### config.mk
export PLATFORM = sky130hd
export DESIGN_NAME = dmem_arbiter_flat
export DESIGN_NICKNAME = d
export VERILOG_FILES = /design/src/rtl/dmem_arbiter_pkg.sv /design/src/rtl/dmem_arbiter_if.sv /design/src/rtl/dmem_arbiter_prio_sel.sv /design/src/rtl/dmem_arbiter.sv /design/src/flat_wrapper.sv
export SDC_FILE = /design/constraint.sdc
export NUM_CORES = 1
export LEC_CHECK = 0
export CORE_ASPECT_RATIO = 1.4
export CORE_MARGIN = 10
export CORE_UTILIZATION = 42
export DETAILED_ROUTE_END_ITERATION = 8
export PLACE_DENSITY_LB_ADDON = 0.3
export SLEW_MARGIN = 20
export SYNTH_ARGS = -nofsm -noshare
export SYNTH_HDL_FRONTEND = slang
export SYNTH_SLANG_ARGS = --single-unit
### constraint.sdc
create_clock -name clk -period 2.5 [get_ports clk]
set_input_delay 0.5 -clock clk [delete_from_list [all_inputs] [get_ports clk]]
set_output_delay 0.5 -clock clk [all_outputs]
set_load 0.005 [all_outputs]
### src/rtl/dmem_arbiter_pkg.sv
// Shared types and constants for the data-memory arbiter.
// State encoding, region bases and the parked memory address.
package dmem_pkg;

    typedef enum logic [1:0] {
        IDLE   = 2'd0,
        ACCESS = 2'd1,
        RESP   = 2'd2
    } state_e;

    localparam logic [19:0] GLOBAL_BASE = 20'h10010;
    localparam logic [19:0] STACK_BASE  = 20'h7ffff;
    localparam logic [19:0] PERIPH_BASE = 20'h40000;
    localparam logic [31:0] PARK_ADDR   = 32'h0;

    typedef struct packed {
        logic        we;
        logic [31:0] addr;
        logic [31:0] wdata;
        logic        id;
    } cmd_t;

    typedef struct packed {
        logic [31:0] rdata;
        logic        err;
    } resp_t;

endpackage

### src/rtl/dmem_arbiter_if.sv
// One requester port of the data-memory arbiter.
// The arbiter is the slave; CPU stage or loader is the master.
interface dmem_arbiter_if;
    logic        req;
    logic        we;
    logic [31:0] addr;
    logic [31:0] wdata;
    logic        ack;
    logic [31:0] rdata;
    logic        err;

    modport master (output req, we, addr, wdata, input ack, rdata, err);
    modport slave  (input req, we, addr, wdata, output ack, rdata, err);
endinterface

### src/rtl/dmem_arbiter_prio_sel.sv
// Fixed-priority winner select with a starvation bound for master 1.
// The counter tracks master-0 grants taken while master 1 was waiting.
module dmem_prio_sel #(
    parameter int MAX_CONSEC = 4,
    parameter int CNT_W      = 4
) (
    input  logic clk,
    input  logic reset,
    input  logic m0_req,
    input  logic m1_req,
    input  logic grant,
    output logic win_id
);
    localparam logic [CNT_W-1:0] MAX_C = CNT_W'(MAX_CONSEC);

    logic [CNT_W-1:0] cnt_q, cnt_d;

    always_comb begin
        win_id = m1_req & (~m0_req | (cnt_q >= MAX_C));
        cnt_d  = cnt_q;
        if (grant) begin
            if (!win_id && m1_req)
                cnt_d = (cnt_q >= MAX_C) ? MAX_C : cnt_q + 1'b1;
            else
                cnt_d = '0;
        end
    end

    always_ff @(posedge clk) begin
        if (reset) cnt_q <= '0;
        else       cnt_q <= cnt_d;
    end
endmodule

### src/rtl/dmem_arbiter.sv
// Two-port arbiter/sequencer for the single data-memory port.
// IDLE grants and latches, ACCESS drives memory one cycle, RESP acks.
module dmem_arbiter
    import dmem_pkg::*;
#(
    parameter int MAX_CONSEC = 4,
    parameter int CNT_W      = 4
) (
    input  logic        clk,
    input  logic        reset,
    dmem_arbiter_if.slave m0,
    dmem_arbiter_if.slave m1,
    output logic        mem_rd,
    output logic        mem_wr,
    output logic [31:0] mem_addr,
    output logic [31:0] mem_wdata,
    input  logic [31:0] mem_rdata,
    input  logic        mem_accessable,
    output logic        busy,
    output logic        grant_id
);
    state_e state_q, state_d;
    cmd_t   cmd_q, cmd_d;
    resp_t  resp_q, resp_d;
    logic   win_id, grant, aligned, drive_mem;

    assign grant = (state_q == IDLE) & (m0.req | m1.req);

    dmem_prio_sel #(.MAX_CONSEC(MAX_CONSEC), .CNT_W(CNT_W)) u_sel (
        .clk    (clk),
        .reset  (reset),
        .m0_req (m0.req),
        .m1_req (m1.req),
        .grant  (grant),
        .win_id (win_id)
    );

    always_comb begin
        state_d = state_q;
        cmd_d   = cmd_q;
        resp_d  = resp_q;
        case (state_q)
            IDLE: if (grant) begin
                cmd_d = win_id ? '{we: m1.we, addr: m1.addr, wdata: m1.wdata, id: 1'b1}
                               : '{we: m0.we, addr: m0.addr, wdata: m0.wdata, id: 1'b0};
                state_d = ACCESS;
            end
            ACCESS: begin
                // Misaligned accesses never reach memory and fail outright.
                if (aligned) resp_d = '{rdata: cmd_q.we ? 32'h0 : mem_rdata, err: ~mem_accessable};
                else         resp_d = '{rdata: 32'h0, err: 1'b1};
                state_d = RESP;
            end
            RESP:    state_d = IDLE;
            default: state_d = IDLE;
        endcase
    end

    always_ff @(posedge clk) begin
        if (reset) begin
            state_q <= IDLE;
            cmd_q   <= '0;
            resp_q  <= '0;
        end else begin
            state_q <= state_d;
            cmd_q   <= cmd_d;
            resp_q  <= resp_d;
        end
    end

    // Outside an aligned ACCESS the port parks on an address that decodes nowhere.
    always_comb begin
        aligned   = (cmd_q.addr[1:0] == 2'b00);
        drive_mem = (state_q == ACCESS) & aligned;
        mem_rd    = drive_mem & ~cmd_q.we;
        mem_wr    = drive_mem & cmd_q.we;
        mem_addr  = drive_mem ? cmd_q.addr : PARK_ADDR;
        mem_wdata = drive_mem ? cmd_q.wdata : 32'h0;
        busy      = (state_q != IDLE);
        grant_id  = busy & cmd_q.id;
        m0.ack    = (state_q == RESP) & ~cmd_q.id;
        m1.ack    = (state_q == RESP) & cmd_q.id;
        m0.rdata  = m0.ack ? resp_q.rdata : 32'h0;
        m0.err    = m0.ack & resp_q.err;
        m1.rdata  = m1.ack ? resp_q.rdata : 32'h0;
        m1.err    = m1.ack & resp_q.err;
    end
endmodule

### src/flat_wrapper.sv
// flat-port wrapper written by rule: the top's interface ports become plain ports
module dmem_arbiter_flat import dmem_pkg::*;
#(
    parameter int MAX_CONSEC = 4,
    parameter int CNT_W      = 4
)
  (clk, reset, mem_rd, mem_wr, mem_addr, mem_wdata, mem_rdata, mem_accessable, busy, grant_id, m0_req, m0_we, m0_addr, m0_wdata, m0_ack, m0_rdata, m0_err, m1_req, m1_we, m1_addr, m1_wdata, m1_ack, m1_rdata, m1_err);
  dmem_arbiter_if m0_i ();
  dmem_arbiter_if m1_i ();
  input  logic clk;
  input  logic reset;
  output logic mem_rd;
  output logic mem_wr;
  output logic [31:0] mem_addr;
  output logic [31:0] mem_wdata;
  input  logic [31:0] mem_rdata;
  input  logic mem_accessable;
  output logic busy;
  output logic grant_id;
  input wire logic [$bits(m0_i.req)-1:0] m0_req;
  input wire logic [$bits(m0_i.we)-1:0] m0_we;
  input wire logic [$bits(m0_i.addr)-1:0] m0_addr;
  input wire logic [$bits(m0_i.wdata)-1:0] m0_wdata;
  output wire logic [$bits(m0_i.ack)-1:0] m0_ack;
  output wire logic [$bits(m0_i.rdata)-1:0] m0_rdata;
  output wire logic [$bits(m0_i.err)-1:0] m0_err;
  input wire logic [$bits(m1_i.req)-1:0] m1_req;
  input wire logic [$bits(m1_i.we)-1:0] m1_we;
  input wire logic [$bits(m1_i.addr)-1:0] m1_addr;
  input wire logic [$bits(m1_i.wdata)-1:0] m1_wdata;
  output wire logic [$bits(m1_i.ack)-1:0] m1_ack;
  output wire logic [$bits(m1_i.rdata)-1:0] m1_rdata;
  output wire logic [$bits(m1_i.err)-1:0] m1_err;
  assign m0_i.req = m0_req;
  assign m0_i.we = m0_we;
  assign m0_i.addr = m0_addr;
  assign m0_i.wdata = m0_wdata;
  assign m0_ack = m0_i.ack;
  assign m0_rdata = m0_i.rdata;
  assign m0_err = m0_i.err;
  assign m1_i.req = m1_req;
  assign m1_i.we = m1_we;
  assign m1_i.addr = m1_addr;
  assign m1_i.wdata = m1_wdata;
  assign m1_ack = m1_i.ack;
  assign m1_rdata = m1_i.rdata;
  assign m1_err = m1_i.err;
  dmem_arbiter #(.MAX_CONSEC(MAX_CONSEC), .CNT_W(CNT_W)) u_core (.clk(clk), .reset(reset), .m0(m0_i), .m1(m1_i), .mem_rd(mem_rd), .mem_wr(mem_wr), .mem_addr(mem_addr), .mem_wdata(mem_wdata), .mem_rdata(mem_rdata), .mem_accessable(mem_accessable), .busy(busy), .grant_id(grant_id));
endmodule
==> run_results.csv <==
group,metric,value,unit
finish,final_util,70.48,%
critical_path,worst_r2r_endpoint,"u_core.cmd_q[31]",
power_and_ir_drop,p_per_area,491.9,nW/um2
yosys,post_synth_inst_count,680,
critical_path,worstSetupEndpoint,"mem_addr[18]",
sta,tightest_slew,0.8712,ns
finish,drive_gt1_share,6.496,%
sta,slew-limit-headroom,41.79,%
sta,finalSetupTns,0,ns
detailed_routing,route.detailed.drc,0,
power_and_ir_drop,power_switching,0.001266,W
yosys,synth_seq_cells,105,
yosys,syn-cell-area,5459,um2
clock_network,clock_tree.root_cell,"sky130_fd_sc_hd__clkbuf_16",
clock_network,hold_buffers,0,
finish,syn_to_final_growth,65.44,%
yosys,synth_warnings,0,
yosys,synth-edff-count,0,
sta,max_freq,0.4079,GHz
finish,final_design_area_no_fill,9031,um2
floorplanning,pin_count,303,
clock_network,cts-buffers-inserted,9,
placed_design,half_perimeter_wire_length_after_placement,15280,um
detailed_routing,drt_first_iter_violations,452,
yosys,syn-mean-instance-area,8.028,um2
sta,min_period_over_period,98.06,%
run_status,run_status,"finished, final reports clean",
critical_path,startpoint_type,"flop",
sta,report.final.hold_viol_count,0,
placed_design,gp_congestion,0.8137,
sta,clock_skew,0.009831,ns
power_and_ir_drop,peakVddDrop,0.3117,mV
grt,grt_pass1_vias,6120,
yosys,synth_async_sr_flop_share,0,%
power_and_ir_drop,intPower,0.003176,W
floorplanning,die-area,18020,um2
floorplanning,start_util,42.60,%
clock_network,cts.htree.levels,3,
yosys,netlist-cell-type-count,28,
detailed_routing,total_vias_in_the_final_route,6245,
placed_design,number_of_input_and_output_port_buffers_inserted,300,
power_and_ir_drop,p_comb_share,24.0,%
yosys,post-synth-top-count-cell,"sky130_fd_sc_hd__and2_1",
finish,num_antenna_cells,0,
critical_path,timing.critical_path.arrival,1.95,ns
power_and_ir_drop,sw_frac_of_total,28.50,%
power_and_ir_drop,total_leakage_power,3.854,nW
critical_path,worst_r2r_path_depth,5,
critical_path,critPathLaunch,"u_core.cmd_q[34]",
critical_path,worst-r2r-setup-slack,0.65,ns
grt,grt_overflow,0,
clock_network,cts_max_path_buffers,2,
grt,grt_start_max_net_pins,69,
sta,rsz0062_at_grt,"no",
critical_path,critPathKind,"reg -> out",
detailed_routing,detailedRoute.firstPassIterationCount,5,
finish,num-nets-final,1102,
grt,globalRouteTotalUtil,23.27,%
power_and_ir_drop,seq_power_share,43.1,%
floorplanning,die-width,116.4,um
detailed_routing,route.antenna.remaining_nets,0,
sta,finalCriticalPeriod,2.452,ns
critical_path,cp.required,2.00,ns
yosys,synth_largest_area_cell,"sky130_fd_sc_hd__dfxtp_1",
hold_path,min_path_type,"reg -> reg",
grt,grt_antenna_before_repair,0,
sta,slew_violations,0,
critical_path,reg2reg_from,"u_core.state_q[1]",
critical_path,endpoint_type_of_the_worst_setup_path,"primary output",
yosys,synth.top_cells.by_area,"sky130_fd_sc_hd__dfxtp_1 39%, sky130_fd_sc_hd__and2_1 15%, sky130_fd_sc_hd__a311oi_1 10%",
detailed_routing,wire_per_inst,20.80,um
clock_network,tritoncts,"done",
detailed_routing,routed_via_density,5.719,
grt,grt_first_pass_wirelength,33660,um
floorplanning,die_height,154.9,um
yosys,yosys-top-cells-count,"131 x sky130_fd_sc_hd__and2_1, 105 x sky130_fd_sc_hd__dfxtp_1, 69 x sky130_fd_sc_hd__a21oi_1, 69 x sky130_fd_sc_hd__o21ai_0, 66 x sky130_fd_sc_hd__nand3_1",
placed_design,detailed_place.area,8521,um2
power_and_ir_drop,power.clock.fraction,32.9,%
sta,holdWs,0.4804,ns
clock_network,clock_latency_of_the_later_clocked_register_in_the_worst_skew_pair,0.35,ns
critical_path,worstPathMaxFanout,10,
detailed_routing,drt-total-wl,22720,um
yosys,synth_largest_type_area_fraction,38.51,%
yosys,synth_seq_area_share,38.51,%
floorplanning,core_region_area,12810,um2
clock_network,worst_setup_hold_path_clk_slew,0.08,ns
yosys,ys.flop_type,"sky130_fd_sc_hd__dfxtp_1",
job,cap_viol_max_count,0,
floorplanning,std_cell_rows,49,
sta,setup_viol,0,
clock_network,clkSinkCount,105,
cells by family after synthesis:
group           share of synthesized area (%)
fa+ha+maj                              0.2292
simple gates                            25.62
compound gates                          28.38
flops                                   38.51
other cells                           0.06869
buf+inv                                 7.197
registers in the layout (all words and copies together) (netlist names):
signal	count
u_core.cmd_q	66
u_core.resp_q	33
u_core.state_q	2
u_core.u_sel.cnt_q	4
area by class of cell:
type / count / area, um2
Clock buffer: 9 / 225.2
Clock inverter: 7 / 77.57
Fill cell: 1088 / 3782
Inverter: 4 / 15.01
Multi-Input combinational cell: 484 / 2987
Sequential cell: 105 / 2110
Tap cell: 153 / 191.4
Timing Repair Buffer: 330 / 3426
stage by stage:
stage | power [W] | cells | setup slack [ns]
after floorplan | 0.002435 | 681 | 0.7585
after global placement | 0.002948 | 1065 | 0.2059
after detailed placement | 0.002962 | 1065 | 0.1398
after CTS | 0.004447 | 1088 | -0.03197
after global routing | 0.004628 | 1092 | 0.002045
final | 0.004442 | 1092 | 0.04846
how the worst min path moves through the flow:
stage,start,endpoint,depth (start not counted)
floorplan,u_core.resp_q[0],u_core.resp_q[0],2
global placement,u_core.u_sel.cnt_q[1],u_core.u_sel.cnt_q[1],2
detailed placement,u_core.resp_q[0],u_core.resp_q[0],2
CTS,u_core.resp_q[0],u_core.resp_q[0],2
global route,u_core.u_sel.cnt_q[0],u_core.u_sel.cnt_q[0],2
finish,u_core.resp_q[0],u_core.resp_q[0],2
power groups by stage:
stage / Clock (W) / Sequential (W) / Combinational [W]
detailed placement: 0 / 0.00195 / 0.00101
global placement: 0 / 0.00195 / 0.00100
CTS: 0.00148 / 0.00191 / 0.00105
floorplan: 0 / 0.00192 / 0.000518
global route: 0.00154 / 0.00193 / 0.00116
finish: 0.00146 / 0.00192 / 0.00107
placed cells by master (no fill, tap or decap), types with 2 or more instances in the layout:
cell type                         instances
sky130_fd_sc_hd__dlymetal6s2s_1          27
sky130_fd_sc_hd__a311oi_1                65
sky130_fd_sc_hd__nor2_1                  34
sky130_fd_sc_hd__nand3_1                 66
sky130_fd_sc_hd__dfxtp_2                  3
sky130_fd_sc_hd__conb_1                   2
sky130_fd_sc_hd__buf_12                   8
sky130_fd_sc_hd__clkdlybuf4s50_1        236
sky130_fd_sc_hd__clkinv_4                 2
sky130_fd_sc_hd__o21ai_0                 69
sky130_fd_sc_hd__a32oi_1                 32
sky130_fd_sc_hd__a21oi_1                 69
sky130_fd_sc_hd__nand4_1                  2
sky130_fd_sc_hd__and2_1                 131
sky130_fd_sc_hd__buf_6                    3
sky130_fd_sc_hd__dlygate4sd2_1           35
sky130_fd_sc_hd__inv_2                    2
sky130_fd_sc_hd__inv_1                    2
sky130_fd_sc_hd__dfxtp_1                101
sky130_fd_sc_hd__buf_4                   16
sky130_fd_sc_hd__clkbuf_16               10
sky130_fd_sc_hd__nor2_4                   2
sky130_fd_sc_hd__inv_6                    2
worst max-delay path, cell delays in order (launching register included):
cell	delay, ns
sky130_fd_sc_hd__dfxtp_2	0.34
sky130_fd_sc_hd__nor4b_4	0.28
sky130_fd_sc_hd__buf_6	0.19
sky130_fd_sc_hd__clkbuf_16	0.17
sky130_fd_sc_hd__and2_1	0.13
sky130_fd_sc_hd__clkdlybuf4s50_1	0.50
metal layers:
| metal | vias up | global-route usage, % | wire length, um |
|---|---|---|---|
| met2 | 275 | 40.01 | 11350 |
| met3 | 55 | 5.966 | 1950 |
| met1 | 2926 | 25.64 | 8475 |
| met4 | 0 | 11.60 | 937 |
| li1 | 2989 | - | - |
| met5 | - | 0 | 0 |
repair_timing:
| action | 4_1_cts | 5_1_grt |
|---|---|---|
| resized for setup | 43 | 30 |
| buffers inserted | 3 | 2 |
| hold endpoints to repair | 0 | 0 |
| pin swaps | 1 | 0 |
| cloned | 4 | 2 |
| setup endpoints to repair | 69 | 30 |
Power figures use the tool's default switching activity.
